===== config.mk =====
export PLATFORM = sky130hd
export DESIGN_NAME = theta_to_xy_cordic
export DESIGN_NICKNAME = d
export VERILOG_FILES = /design/src/rtl/theta_to_xy_cordic.sv
export SDC_FILE = /design/constraint.sdc
export NUM_CORES = 1
export LEC_CHECK = 0
export BUFFER_PORTS_ARGS = -buffer_cell sky130_fd_sc_hd__buf_2
export CAP_MARGIN = 0
export CORE_UTILIZATION = 50
export CTS_CLUSTER_SIZE = 20
export DETAILED_ROUTE_END_ITERATION = 16
export GPL_TIMING_DRIVEN = 0
export PLACE_DENSITY = 0.68
export SETUP_SLACK_MARGIN = 0.05
export SYNTH_ARGS = -nofsm -noshare
export SYNTH_HDL_FRONTEND = slang
export SYNTH_SLANG_ARGS = --single-unit

===== constraint.sdc =====
create_clock -name clk_in -period 11.3 [get_ports clk_in]
set_clock_uncertainty 0.15 [all_clocks]
set_input_delay 1.695 -clock clk_in [delete_from_list [all_inputs] [get_ports clk_in]]
set_output_delay 1.695 -clock clk_in [all_outputs]
set_load 0.01 [all_outputs]

===== src/rtl/theta_to_xy_cordic.sv =====
// Integer-degree angle + radius to (r*cos, r*sin) via iterative rotation-mode CORDIC.
// Result valid ITERS+2 cycles after accept; one request in flight, held in DONE until ready_in.
module theta_to_xy_cordic #(
    parameter int WIDTH = 8,
    parameter int ITERS = 12,
    parameter int GUARD = 4
) (
    input  logic                    clk_in,
    input  logic                    rst_in,
    input  logic [8:0]              angle_in,
    input  logic [WIDTH-2:0]        radius_in,
    input  logic                    valid_in,
    output logic                    ready_out,
    output logic signed [WIDTH-1:0] x_out,
    output logic signed [WIDTH-1:0] y_out,
    output logic signed [WIDTH-1:0] z_out,
    output logic                    valid_out,
    input  logic                    ready_in
);
    localparam int XW = WIDTH + GUARD + 2;
    localparam int ZW = 25;
    localparam int PW = WIDTH + 15;
    localparam int IW = 4;

    localparam logic [1:0] IDLE = 2'd0;
    localparam logic [1:0] PREP = 2'd1;
    localparam logic [1:0] ITER = 2'd2;
    localparam logic [1:0] DONE = 2'd3;

    localparam logic [PW-1:0]        K_GAIN     = PW'(39797);
    localparam logic signed [XW-1:0] SAT_MAX    = XW'((1 << (WIDTH - 1)) - 1);
    localparam logic signed [XW-1:0] SAT_MIN    = -SAT_MAX;
    localparam logic signed [XW-1:0] ROUND_BIAS = XW'(1 << (GUARD - 1));

    // round(atan(2^-i) in degrees * 2^16)
    function automatic logic signed [ZW-1:0] atan_lut(input logic [IW-1:0] i);
        atan_lut = '0;
        case (i)
            4'd0:  atan_lut = 25'sd2949120;
            4'd1:  atan_lut = 25'sd1740967;
            4'd2:  atan_lut = 25'sd919879;
            4'd3:  atan_lut = 25'sd466945;
            4'd4:  atan_lut = 25'sd234379;
            4'd5:  atan_lut = 25'sd117304;
            4'd6:  atan_lut = 25'sd58666;
            4'd7:  atan_lut = 25'sd29335;
            4'd8:  atan_lut = 25'sd14668;
            4'd9:  atan_lut = 25'sd7334;
            4'd10: atan_lut = 25'sd3667;
            4'd11: atan_lut = 25'sd1833;
            4'd12: atan_lut = 25'sd917;
            4'd13: atan_lut = 25'sd458;
            4'd14: atan_lut = 25'sd229;
            4'd15: atan_lut = 25'sd115;
            default: atan_lut = '0;
        endcase
    endfunction

    function automatic logic signed [WIDTH-1:0] sat(input logic signed [XW-1:0] v);
        if (v > SAT_MAX)      sat = SAT_MAX[WIDTH-1:0];
        else if (v < SAT_MIN) sat = SAT_MIN[WIDTH-1:0];
        else                  sat = v[WIDTH-1:0];
    endfunction

    logic [1:0]              state_q, state_d;
    logic [8:0]              angle_q, angle_d;
    logic [WIDTH-2:0]        radius_q, radius_d;
    logic                    neg_q, neg_d;
    logic [IW-1:0]           iter_q, iter_d;
    logic signed [XW-1:0]    x_q, x_d, y_q, y_d;
    logic signed [ZW-1:0]    z_q, z_d;
    logic signed [WIDTH-1:0] x_out_q, x_out_d, y_out_q, y_out_d;
    logic                    valid_out_q, valid_out_d;

    logic signed [9:0]       a_red, a_fold;
    logic                    neg_fold;
    logic [PW-1:0]           prod;
    logic [XW-1:0]           x_mag;
    logic signed [XW-1:0]    x_init;
    logic signed [ZW-1:0]    z_init;
    logic signed [XW-1:0]    x_it, y_it, x_fin, y_fin, x_rnd, y_rnd;
    logic signed [ZW-1:0]    z_it;

    // Fold the latched angle into [-90,90]; neg remembers a 180-degree flip.
    always_comb begin
        a_red = $signed({1'b0, angle_q});
        if (angle_q >= 9'd360) a_red = $signed({1'b0, angle_q}) - 10'sd360;
        a_fold   = a_red;
        neg_fold = 1'b0;
        if (a_red > 10'sd90 && a_red < 10'sd270) begin
            a_fold   = a_red - 10'sd180;
            neg_fold = 1'b1;
        end else if (a_red >= 10'sd270) begin
            a_fold = a_red - 10'sd360;
        end
        z_init = ZW'(a_fold);
        z_init = z_init <<< 16;
        prod   = PW'(radius_q) * K_GAIN;
        x_mag  = XW'(prod >> 16);
        x_init = $signed(x_mag << GUARD);
    end

    always_comb begin
        if (!z_q[ZW-1]) begin
            x_it = x_q - (y_q >>> iter_q);
            y_it = y_q + (x_q >>> iter_q);
            z_it = z_q - atan_lut(iter_q);
        end else begin
            x_it = x_q + (y_q >>> iter_q);
            y_it = y_q - (x_q >>> iter_q);
            z_it = z_q + atan_lut(iter_q);
        end
        x_fin = neg_q ? -x_it : x_it;
        y_fin = neg_q ? -y_it : y_it;
        x_rnd = (x_fin + ROUND_BIAS) >>> GUARD;
        y_rnd = (y_fin + ROUND_BIAS) >>> GUARD;
    end

    always_comb begin
        state_d     = state_q;
        angle_d     = angle_q;
        radius_d    = radius_q;
        neg_d       = neg_q;
        iter_d      = iter_q;
        x_d         = x_q;
        y_d         = y_q;
        z_d         = z_q;
        x_out_d     = x_out_q;
        y_out_d     = y_out_q;
        valid_out_d = valid_out_q;
        case (state_q)
            IDLE: begin
                if (valid_in) begin
                    angle_d  = angle_in;
                    radius_d = radius_in;
                    state_d  = PREP;
                end
            end
            PREP: begin
                x_d     = x_init;
                y_d     = '0;
                z_d     = z_init;
                neg_d   = neg_fold;
                iter_d  = '0;
                state_d = ITER;
            end
            ITER: begin
                x_d = x_it;
                y_d = y_it;
                z_d = z_it;
                if (iter_q == IW'(ITERS - 1)) begin
                    x_out_d     = sat(x_rnd);
                    y_out_d     = sat(y_rnd);
                    valid_out_d = 1'b1;
                    state_d     = DONE;
                end else begin
                    iter_d = iter_q + 1'b1;
                end
            end
            DONE: begin
                if (ready_in) begin
                    valid_out_d = 1'b0;
                    state_d     = IDLE;
                end
            end
        endcase
    end

    always_ff @(posedge clk_in) begin
        if (rst_in) begin
            state_q     <= IDLE;
            angle_q     <= '0;
            radius_q    <= '0;
            neg_q       <= 1'b0;
            iter_q      <= '0;
            x_q         <= '0;
            y_q         <= '0;
            z_q         <= '0;
            x_out_q     <= '0;
            y_out_q     <= '0;
            valid_out_q <= 1'b0;
        end else begin
            state_q     <= state_d;
            angle_q     <= angle_d;
            radius_q    <= radius_d;
            neg_q       <= neg_d;
            iter_q      <= iter_d;
            x_q         <= x_d;
            y_q         <= y_d;
            z_q         <= z_d;
            x_out_q     <= x_out_d;
            y_out_q     <= y_out_d;
            valid_out_q <= valid_out_d;
        end
    end

    assign ready_out = (state_q == IDLE) && !rst_in;
    assign x_out     = x_out_q;
    assign y_out     = y_out_q;
    assign z_out     = '0;
    assign valid_out = valid_out_q;
endmodule


# After elaboration in Yosys (flattened, before gate mapping)
# Memory sizes are Yosys's and may differ from the RTL's. A register that Yosys moved wholly into a read port is not among the register bits.
# Index checks and enable logic that the tools add are counted.
dict set report word_totals {
  reg_bits 93
  rom_bits 704
  input_bits 20
  word_cells 88
  n_memories 2
}
dict set report op_classes {
  add_sub_neg 14
  multipliers 1
  magnitude_cmp 8
  n_eq_ne 8
  n_shift 2
  n_mux 31
  n_reduce_logical 11
}
# name words width read_ports rd_clocked_by_memory_dff wr line
set mem_list {}
lappend mem_list {{(name not given)} 16 22 1 1 0 38} ;# case (i)
lappend mem_list {{(name not given)} 16 22 1 1 0 38}
# cell count
set ops {}
lappend ops {{$mux 25} 3}
lappend ops {{$mux 14} 4}
lappend ops {{$pmux 14 s2} 2}
lappend ops {{$pmux 25 s2} 1}
lappend ops {{$mux 8} 4}
lappend ops {{$gt 10x8->1 const B} 3}
lappend ops {{$add 14x14->14} 2}
lappend ops {{$add 14x5->14 const B} 2}
lappend ops {{$neg 14->14} 2}
lappend ops {{$sshr 14x4->14} 2}
lappend ops {{$sub 14x14->14} 2}
lappend ops {{$add 25x25->25} 1}
lappend ops {{$sub 25x25->25} 1}
lappend ops {{$mul 7x16->23 const B} 1}
lappend ops {{$lt 10x8->1 const B} 2}
lappend ops {{$mux 4} 5}
lappend ops {{$mux 9} 2}
lappend ops {{$sub 9x9->9 const B} 2}
lappend ops {{$ge 10x10->1 const B} 1}
lappend ops {{$lt 10x10->1 const B} 1}
lappend ops {{$mux 10} 1}
lappend ops {{$sub 9x9->10 const B} 1}
lappend ops {{$ge 9x9->1 const B} 1}
lappend ops {{$ne 2x2->1 const B} 4}
lappend ops {{other kinds (15)} 25}

# Logic depth before layout (Yosys ltp)
# Gate-level depths: netlist of the first run.
dict set report depth {
  depth_word 9
  mapped_depth 26
}

# Worst setup path after synthesis of the first run
# OpenSTA, ideal clock, no wires.
dict set report synth_timing {
  kind {register -> register}
  start {reg iter_q[0]}
  end {reg y_out_q[1], in the netlist y_out[1]}
  arrival_time_ps 5586
  path_slack_ps 5437
  stages_incl_launch_ff 26
  path_cell_list {dfxtp_1 > buf_6 > buf_4 > mux4_2 > o211a_1 > a221oi_2 > nand2b_1 > nor3_2 > nand2_1 > nor2_1 > and3_1 > nand2b_1 > a21oi_1 > o221a_2 > ha_1 > or2_2 > a21o_1 > o311ai_0 > o221ai_1 > nor3_1 > nand4_1 > a2111o_1 > o211ai_1 > o211ai_1 > a21oi_1 > o21ai_1}
}
dict set report synth_via {
  elab_chain_len 9
}
# element line
set synth_lines {}
lappend synth_lines {{from (decl)} 69} ;# logic [IW-1:0] iter_q, iter_d;
lappend synth_lines {{from (signal assigned)} 187} ;# iter_q <= iter_d;
lappend synth_lines {{$sshr 14x4->14} {106, 110}}
lappend synth_lines {{$add 14x14->14 / $sub 14x14->14 (equally long branches)} {106, 110}}
lappend synth_lines {{$mux 14} 104} ;# if (!z_q[ZW-1]) begin
lappend synth_lines {{$neg 14->14} 114} ;# y_fin = neg_q ? -y_it : y_it;
lappend synth_lines {{$mux 14} 114}
lappend synth_lines {{$add 14x5->14} 116} ;# y_rnd = (y_fin + ROUND_BIAS) >>> GUARD;
lappend synth_lines {{$lt 10x8->1} 61} ;# else if (v < SAT_MIN) sat = SAT_MIN[WIDTH-1:0];
lappend synth_lines {{$mux 8} 61}
lappend synth_lines {{$mux 8} 60} ;# if (v > SAT_MAX) sat = SAT_MAX[WIDTH-1:0];
lappend synth_lines {{to (signal assigned)} 192} ;# y_out_q <= y_out_d;
lappend synth_lines {{to (decl)} 72} ;# logic signed [WIDTH-1:0] x_out_q, x_out_d, y_out_q, y_out_d;
# Parallel ways exist; a longest one is shown, timed or not.
# A chain may end at the register's enable or synchronous reset.

# Final worst setup path of the first run
dict set report layout_timing {
  start {reg iter_q[0]}
  end {reg y_out_q[2], in the netlist y_out[2]}
}
# The elaborated chain is that of the path after synthesis.

==> flow_results.org, run 1 <==
** Detailed routing
- For this run, the detailed router's first-pass iteration total came to 5.
- In this run the remaining antenna-violating nets after routing total 0.
- Iter 0 DRT Violations :: 902
- In the routed design, unresolved DRC markers number 0.
- Average routed wire per standard cell :: 18.6 microns
- Final routed wirelength across all metal layers :: 36800 microns
- In the routed layout, each cell is associated on average with a via count of 6.13.
- Total vias in the final route :: 12200

** Die
- In this run the vertical extent of the chip is 161 microns.
- Width of the die :: 161 microns
- The die covers 25900 sq um.
- Initial core utilization :: 0.515
- # IOs :: 46
- Row generation in the floorplan step produced 57 rows.
- The core region is 24500 sq um.

** STA
- Minimum clock period after layout :: 7.15 ns
- In this run the tightest slew margin relative to its limit is 0.297.
- In the final timing run, aggregate negative setup slack is 0 ns.
- Final setup vio count :: 0
- The total count of hold-check failures in the final report was 0.
- The final count of pins violating max slew was 0.
- Derived from the worst setup path, the maximum achievable clock frequency is 140 MHz.
- RSZ-0062 raised after global routing :: no
- Slew at the pin closest to its max-slew limit :: 1.05 ns
- Dividing the final minimum period by the clock period gives 0.633.
- Setup slack after layout :: 4.15 ns

** Finish
- Fill cell count :: 2360
- Antenna cells :: 0
- Fin nets :: 1820
- After the flow finishes, the layout carries non-filler instances totaling 1982.
- Fraction of final layout cells with drive strength greater than 1 :: 0.0899
- Layout Cell Area excl Fill :: 13800 sq um
- Area growth from synthesis to layout :: 9.62%

** GRT
- Largest net degree at the start of global routing :: 17
- The number of global-route vias before repair is 11600.
- The first global-routing pass estimated 59600 microns of wire.
- Overall routing resource usage :: 0.288
- Antenna violations before repair :: 0
- Total congestion overflow :: 0

** Yosys
- Of the synthesized area, sequential elements account for 0.182.
- The synthesized design contains 115 register bits.
- Ranked by total cell area, the synthesized netlist is headed by dfxtp_1, ha_1, a21oi_1, fa_1, nor2_1.
- Number of synthesized flops with an enable pin :: 0
- In this run, distinct cell masters in the synthesized netlist total 93.
- By area, the combinational part of the netlist is dominated by compound AO/OA/AOI/OAI gates.
- After synthesis the cells add up to 12600 sq um.
- Of the post-synthesis cell area, the dominant cell type holds 0.182.
- Leading area contributor after synthesis :: dfxtp_1
- Async set-or-reset flop fraction in the synthesized netlist :: 0
- The most used flip-flop cell after synthesis is dfxtp_1.
- Yosys printed 0 warnings.
- Compound-Gate Fraction of Synth Area :: 0.240
- Synth Area in Simple Gates :: 0.187
- Syn_area_per_cell :: 7.98 sq um
- Adder and majority gate portion of the synthesized area :: 0.173
- Number of standard cells after synthesis :: 1582
- After synthesis, the share of cell area in mux cells is 0.0726.
- Of the total synthesized cell area, the portion taken by XOR and XNOR cells is 0.0866.

** Setup path
- STA puts the critical path data required time at 11.46 ns.
- The critical path is of the reg2reg type.
- The largest individual stage delay along the critical path comes from the cell nor3_1.
- The cell family contributing the most delay on the critical path is compound AO/OA/AOI/OAI gates.
- The worst setup path is launched from a register.
- On the worst path, the slowest cell contributes a delay of 0.82 ns.
- The critical path contains buffers and inverters numbering 2 combined.
- Kind of end point of the critical path :: register
- Critical-path maximum fanout :: 10
- Data on the critical path arrives at its endpoint at 7.31 ns.

** CTS
- Number of hold-repair buffers added at the cts stage :: 0
- The H-tree generated during clock tree synthesis spans 4 levels.
- Clk Latency, worst-skew pair :: 0.44 ns
- After clock tree synthesis, the clock-pin slew on the worst setup and hold paths is 0.07 ns.
- For this design, the sink count on the clock tree is 115.
- TritonCTS Buffers :: 17
- Quantity of gates resized following cts :: 0
- Number of buffers on the longest clock path :: 2
- In this run the clock root is driven by a clkbuf_16.
- TritonCTS built the clock tree.
- After clock tree synthesis, the setup repair step added 0 buffers.

** Power
- For this design the ratio of total power to cell area is 265 nW/um^2.
- Pleak :: 0.00609 uW
- Total design power :: 3670 uW
- Max IR drop VDD :: 155 uV

** Place
- Global placement routability congestion :: 0.980
- Worst slack, placed :: 4.35 ns
- Counting tap cells, the placed design contains a total of 1950 instances.
- Once placement finished, the instance area stood at 13200 sq um.
- The HPWL after detailed placement is 28500 microns.
- Number of input and output port buffers inserted :: 37

** Outcome
- Outcome :: finished clean

** Flow run
- The tool flagged a number of max-cap violations equal to 0.

** Worst hold path
- In this run the worst hold path is classified as reg2reg.
logic make-up after synthesis:
group	count (synthesis)
AOI/OAI and AO/OA	458
xor gates and xnor gates	124
adders and majority gates	156
buffers and inverters	179
DFF	115
muxes	58
other	1
and+or+nand+nor	491
per-stage QoR:
stage	utilization	hold WS [ns]
3_5_place_dp	0.540	0.299
3_3_place_gp	0.540	0.293
4_1_cts	0.564	0.308
6_report	0.564	0.310
2_1_floorplan	-	0.295
5_1_grt	0.564	0.336
path summary, 6_finish.rpt:
kind | end | cells after the start | from | slack, ns
worst max-delay path | y_out[2] | 25 | iter_q[0] | 4.15
worst min-delay path | x_out[7] | 2 | x_out[7] | 0.31
worst max register to register | y_out[2] | 25 | iter_q[0] | 4.15
worst min register to register | x_out[7] | 2 | x_out[7] | 0.31
area by class of cell:
| cell class | instances | area (sq um) | area share |
|---|---|---|---|
| multi-input cells | 1295 | 9620 | 0.695 |
| flip-flops and latches | 115 | 2300 | 0.166 |
| clock buffers | 17 | 425 | 0.0307 |
| well taps | 324 | 405 | 0.0293 |
| inverters | 106 | 398 | 0.0287 |
| plain buffers | 73 | 330 | 0.0239 |
| repair buffers | 37 | 185 | 0.0134 |
| clock inverters | 15 | 173 | 0.0125 |
cells in the final DEF, fill, tap and decap left out, types with 12 or more instances in the layout:
cell	netlist	routed
nor2_1	168	168
a21oi_1	128	128
ha_1	123	123
dfxtp_1	115	115
nand2_1	114	114
inv_1	101	101
xnor2_1	72	72
o21ai_0	71	71
xor2_1	51	51
clkbuf_1	49	49
buf_2	9	46
nor3_1	44	44
fa_1	32	32
nand3_1	30	30
mux4_2	26	26
a21o_1	26	26
a22oi_1	26	26
o211ai_1	25	25
mux2i_1	23	23
nor2b_1	19	19
a31oi_1	19	19
nand2b_1	18	18
a211oi_1	18	18
or3_1	17	17
clkbuf_16	0	17
o21a_1	16	16
o21ai_1	14	14
and3_1	13	13
o31ai_1	12	12
per-layer routing:
metal  vias up  GRT usage  share of wire
met5         -          0              0
met2       428      0.473           0.46
met1      5793      0.380           0.44
met3        76     0.0455          0.068
li1       5856          -              -
met4         0      0.108          0.026
report_power, final:
group	switching, uW	internal (uW)	total, uW
Combinational	1620	953	2570
Clock	241	332	572
Sequential	67.6	454	521
cell usage after synthesis (23+ instances only):
master,n
inv_1,101
nand2_1,114
nor3_1,44
mux4_2,26
o21ai_0,71
fa_1,32
dfxtp_1,115
a22oi_1,26
ha_1,123
a21oi_1,128
nor2_1,168
o211ai_1,25
xor2_1,51
clkbuf_1,49
mux2i_1,23
xnor2_1,72
a21o_1,26
nand3_1,30
worst min-delay path: cells and delay by family, from the launching register on:
kind / cells / cell delay [ns]
flops: 1 / 0.31
simple gates: 1 / 0.05
compound gates: 1 / 0.05
Note: power is estimated with default switching activity, not from simulation.
==> run 2, diff against run 1 <==
--- a/config.mk
+++ b/config.mk
@@ -11,7 +11,7 @@
 export CTS_CLUSTER_SIZE = 20
 export DETAILED_ROUTE_END_ITERATION = 16
 export GPL_TIMING_DRIVEN = 0
-export PLACE_DENSITY = 0.68
+export PLACE_DENSITY = 0.7
 export SETUP_SLACK_MARGIN = 0.05
 export SYNTH_ARGS = -nofsm -noshare
 export SYNTH_HDL_FRONTEND = slang
==> constraint.sdc (replaced) <==
create_clock -name clk_in -period 6.2 [get_ports clk_in]
set_clock_uncertainty 0.15 [all_clocks]
set_input_delay 0.93 -clock clk_in [delete_from_list [all_inputs] [get_ports clk_in]]
set_output_delay 0.93 -clock clk_in [all_outputs]
set_load 0.01 [all_outputs]
==> run 2 against run 1 <==
  * Setup slack got worse by 3.9 ns
  * Global-route usage fell by 0.20 points
  * Total power rose by 100%
  * Register-to-register slack got worse by 3.9 ns
  * Final cell count rose by 1.2%
  * Hold slack got worse by 0.00089 ns
  * Cell area rose by 5.0%
  * First-iteration DRC count rose by 6.8%
  * Critical path depth fell by 4
  * Die area did not move
  * Critical endpoint is now y_out[0]
  * Largest cell class unchanged
==> flow_results.org, run 2 (synthesis results as in run 1) <==
** STA
- Final setup vio count :: 0
- Max Clock Freq :: 168 MHz
- For the finished layout, the period the worst path requires is 5.94 ns.
- Setup total negative slack on the finished layout was measured at 0 ns.
- Slew HR :: 0.367
- The tightest hold path in the finished design has a slack of 0.309 ns.
- Slew at the pin closest to its max-slew limit :: 0.946 ns
- The total count of hold-check failures in the final report came to 0.
- The final count of pins violating max slew was 0.
- Dividing the final minimum period by the clock period gives 0.959.

** Setup path
- In this run the worst path has a maximum fanout of 10.
- The startpoint identified for the worst register-to-register timing path is iter_q[0].
- The worst register-to-register path ends at y_out[0].
- In this design, the largest share of critical-path delay is due to simple AND/OR/NAND/NOR gates.
- The slowest stage of the critical path belongs to the cell mux4_2.
- For the worst setup path, the data arrival time is 6.10 ns.
- Cell seen most often among critical-path stages :: buf_12
- Together, buffers and inverters on the worst path number 4.
- On the worst path, the slowest cell contributes a delay of 0.55 ns.
- The worst setup path is captured at a register.
- The worst setup path is of the reg2reg kind.
- For flop-to-flop paths, the worst setup slack is 0.26 ns.
- Traced cell by cell, the critical path runs through buf_12, buf_12, buf_6, mux4_2, mux2i_2, o21ai_2, inv_1, ha_1, mux2_2, fa_2, nor2b_4, o2111ai_1, and4b_1, or3_1, or2_1, or4_4, a31oi_1, nand4_1, a211oi_4, o2111a_1, nor3_1.
- STA classifies the critical path startpoint as a register.
- Measured in cells, the most critical reg-to-reg path has a length of 21.
- Data required time of the worst path :: 6.36 ns

** GRT
- Largest net degree at the start of global routing :: 17
- The first global-routing pass estimated 59500 microns of wire.
- Overall routing resource usage :: 0.286
- The number of antenna violations at the first check in global routing was 1.
- The number of global-route vias before repair is 11500.
- Total congestion overflow :: 0

** Detailed routing
- The pre-antenna-repair detailed-routing pass consisted of 5 iterations.
- In the final routing, the length of wire on met1 measures 16600 microns.
- Wire segments on met3 add up to 2290 microns in the final route.
- Uppermost metal layer occupied by signal nets :: met4
- After detailed routing, the average wire length per cell comes to 18.5 microns.
- For this run, design rule violations remaining after detail routing come to 0.
- Via density per instance :: 6.11
- Total vias in the final route :: 12300
- Wires add up to 37200 microns.
- The first routing iteration left 963 violations.
- Summed over all nets, wire length on met2 after detailed routing comes to 17500 microns.
- Count of antenna-violating nets left after detailed routing :: 0

** CTS
- Clock root buffer :: clkbuf_16
- Number of hold-repair buffers added at the cts stage :: 0
- TritonCTS Buffers :: 17
- Clock tree sinks :: 115
- No sink is reached through more buffers than the 2 on the longest clock path.
- TritonCTS built the clock tree.
- Clock latency on the worst-skew pair, taken at its later pin, is 0.43 ns.
- H-tree lvl count :: 4
- CTS clk-pin slew, worst paths :: 0.06 ns

** Finish
- In the layout the commonest cells are nor2_1, a21oi_1, ha_1, dfxtp_1, nand2_1.
- Compared with the post-synthesis result, the final layout area differs by 15.2%.
- The finished layout holds 2006 standard cells, fillers aside.
- Fin nets :: 1843
- Fraction of final layout cells with drive strength greater than 1 :: 0.142
- Most common cell after layout, fill and taps aside :: nor2_1
- After routing the design area is 14500 sq um.

** Power
- P_sw :: 3780 uW
- Pleak :: 0.00639 uW
- Logic gate share of total power :: 0.723
- The share of total power dissipated in sequential elements is 0.128.
- VDD sags by at most 297 uV.
- Internal power of the cells :: 3650 uW
- For this design the ratio of total power to cell area is 511 nW/um^2.
- Share of power burned in the clock network :: 0.149
- Of the total power, the share spent switching nets is 0.508.

** Worst hold path
- Hold depth :: 2
- For hold timing, the worst endpoint is x_out[7].
- Type of the worst min-delay path :: reg2reg
- Hold path startpoint :: x_out[7]

** Outcome
- Outcome :: finished clean

** Flow run
- Number of maximum-capacitance constraint violations :: 0

** Die
- For this design the top-level I/O count stands at 46.
- Core ar. :: 24500 sq um
- From bottom edge to top edge, the die measures 161 microns.
- Initial core utilization :: 0.515
- The floorplan has 57 rows.
- The die covers 25900 sq um.
- Width of the die :: 161 microns

** Place
- Once placement finished, the instance area stood at 13200 sq um.
- Total half-perimeter wirelength after legalization and detailed placement :: 28200 microns
- Cells after DPL :: 1950
- During placement, the flow inserted port buffers numbering 37.
- Global placement routability congestion :: 0.960
==> run 2: worst register-to-register path, delay by kind of cell (launching register included) <==
family / cells / cell delay [ns]
AO/OA/AOI/OAI: 5 / 1.21
flip-flops: 1 / 0.40
AND/OR/NAND/NOR: 7 / 1.79
adder cells (fa/ha/maj): 2 / 0.64
buffers and inverters: 4 / 0.53
multiplexers: 3 / 1.14
==> run 2: power groups by stage <==
| stage | clock network (uW) | logic, uW | registers, uW |
|---|---|---|---|
| after floorplan | 0 | 3580 | 915 |
| after global placement | 0 | 4530 | 956 |
| after detailed placement | 0 | 4600 | 958 |
| after CTS | 1120 | 4900 | 944 |
| after global routing | 1150 | 5880 | 961 |
| final | 1110 | 5380 | 948 |
==> run 2: worst max-delay path by stage <==
stage | start | endpoint | slack [ns] | cells after the start
CTS | iter_q[0] | x_out[4] | 0.05 | 17
detailed placement | iter_q[0] | y_out[5] | -0.73 | 25
finish | iter_q[0] | y_out[0] | 0.26 | 21
floorplan | iter_q[0] | y_out[1] | 0.34 | 25
global route | iter_q[0] | y_out[6] | -0.02 | 25
global placement | iter_q[0] | y_out[2] | -0.66 | 25
==> run 2: layer usage <==
metal,vias up,global-route usage
li1,5897,-
met1,5917,0.378
met2,368,0.477
met3,68,0.0501
met4,0,0.0810
met5,-,0
==> run 2: layout make-up <==
cell class | instances | area, sq um
Fill cell | 2239 | 9990
Clock inverter | 13 | 194
Clock buffer | 19 | 453
Timing Repair Buffer | 65 | 413
Multi-Input combinational cell | 1296 | 10000
Inverter | 106 | 398
Tap cell | 324 | 405
Antenna cell | 1 | 2.50
Sequential cell | 115 | 2310
Buffer | 67 | 347
==> run 2: timing repair <==
item / in CTS / in global routing
cloned: 0 / 2
endpoints found under the setup margin: 15 / 16
resized for setup: 35 / 58
buffers inserted: 6 / 21
pin swaps: 3 / 21
==> run 2: through the flow <==
step / util / power [uW] / worst slack (ns)
global placement: 0.540 / 5490 / -0.662
floorplan: - / 4500 / 0.337
CTS: 0.575 / 6960 / 0.0509
finish: 0.593 / 7430 / 0.257
detailed placement: 0.540 / 5560 / -0.729
global route: 0.593 / 7990 / -0.0165
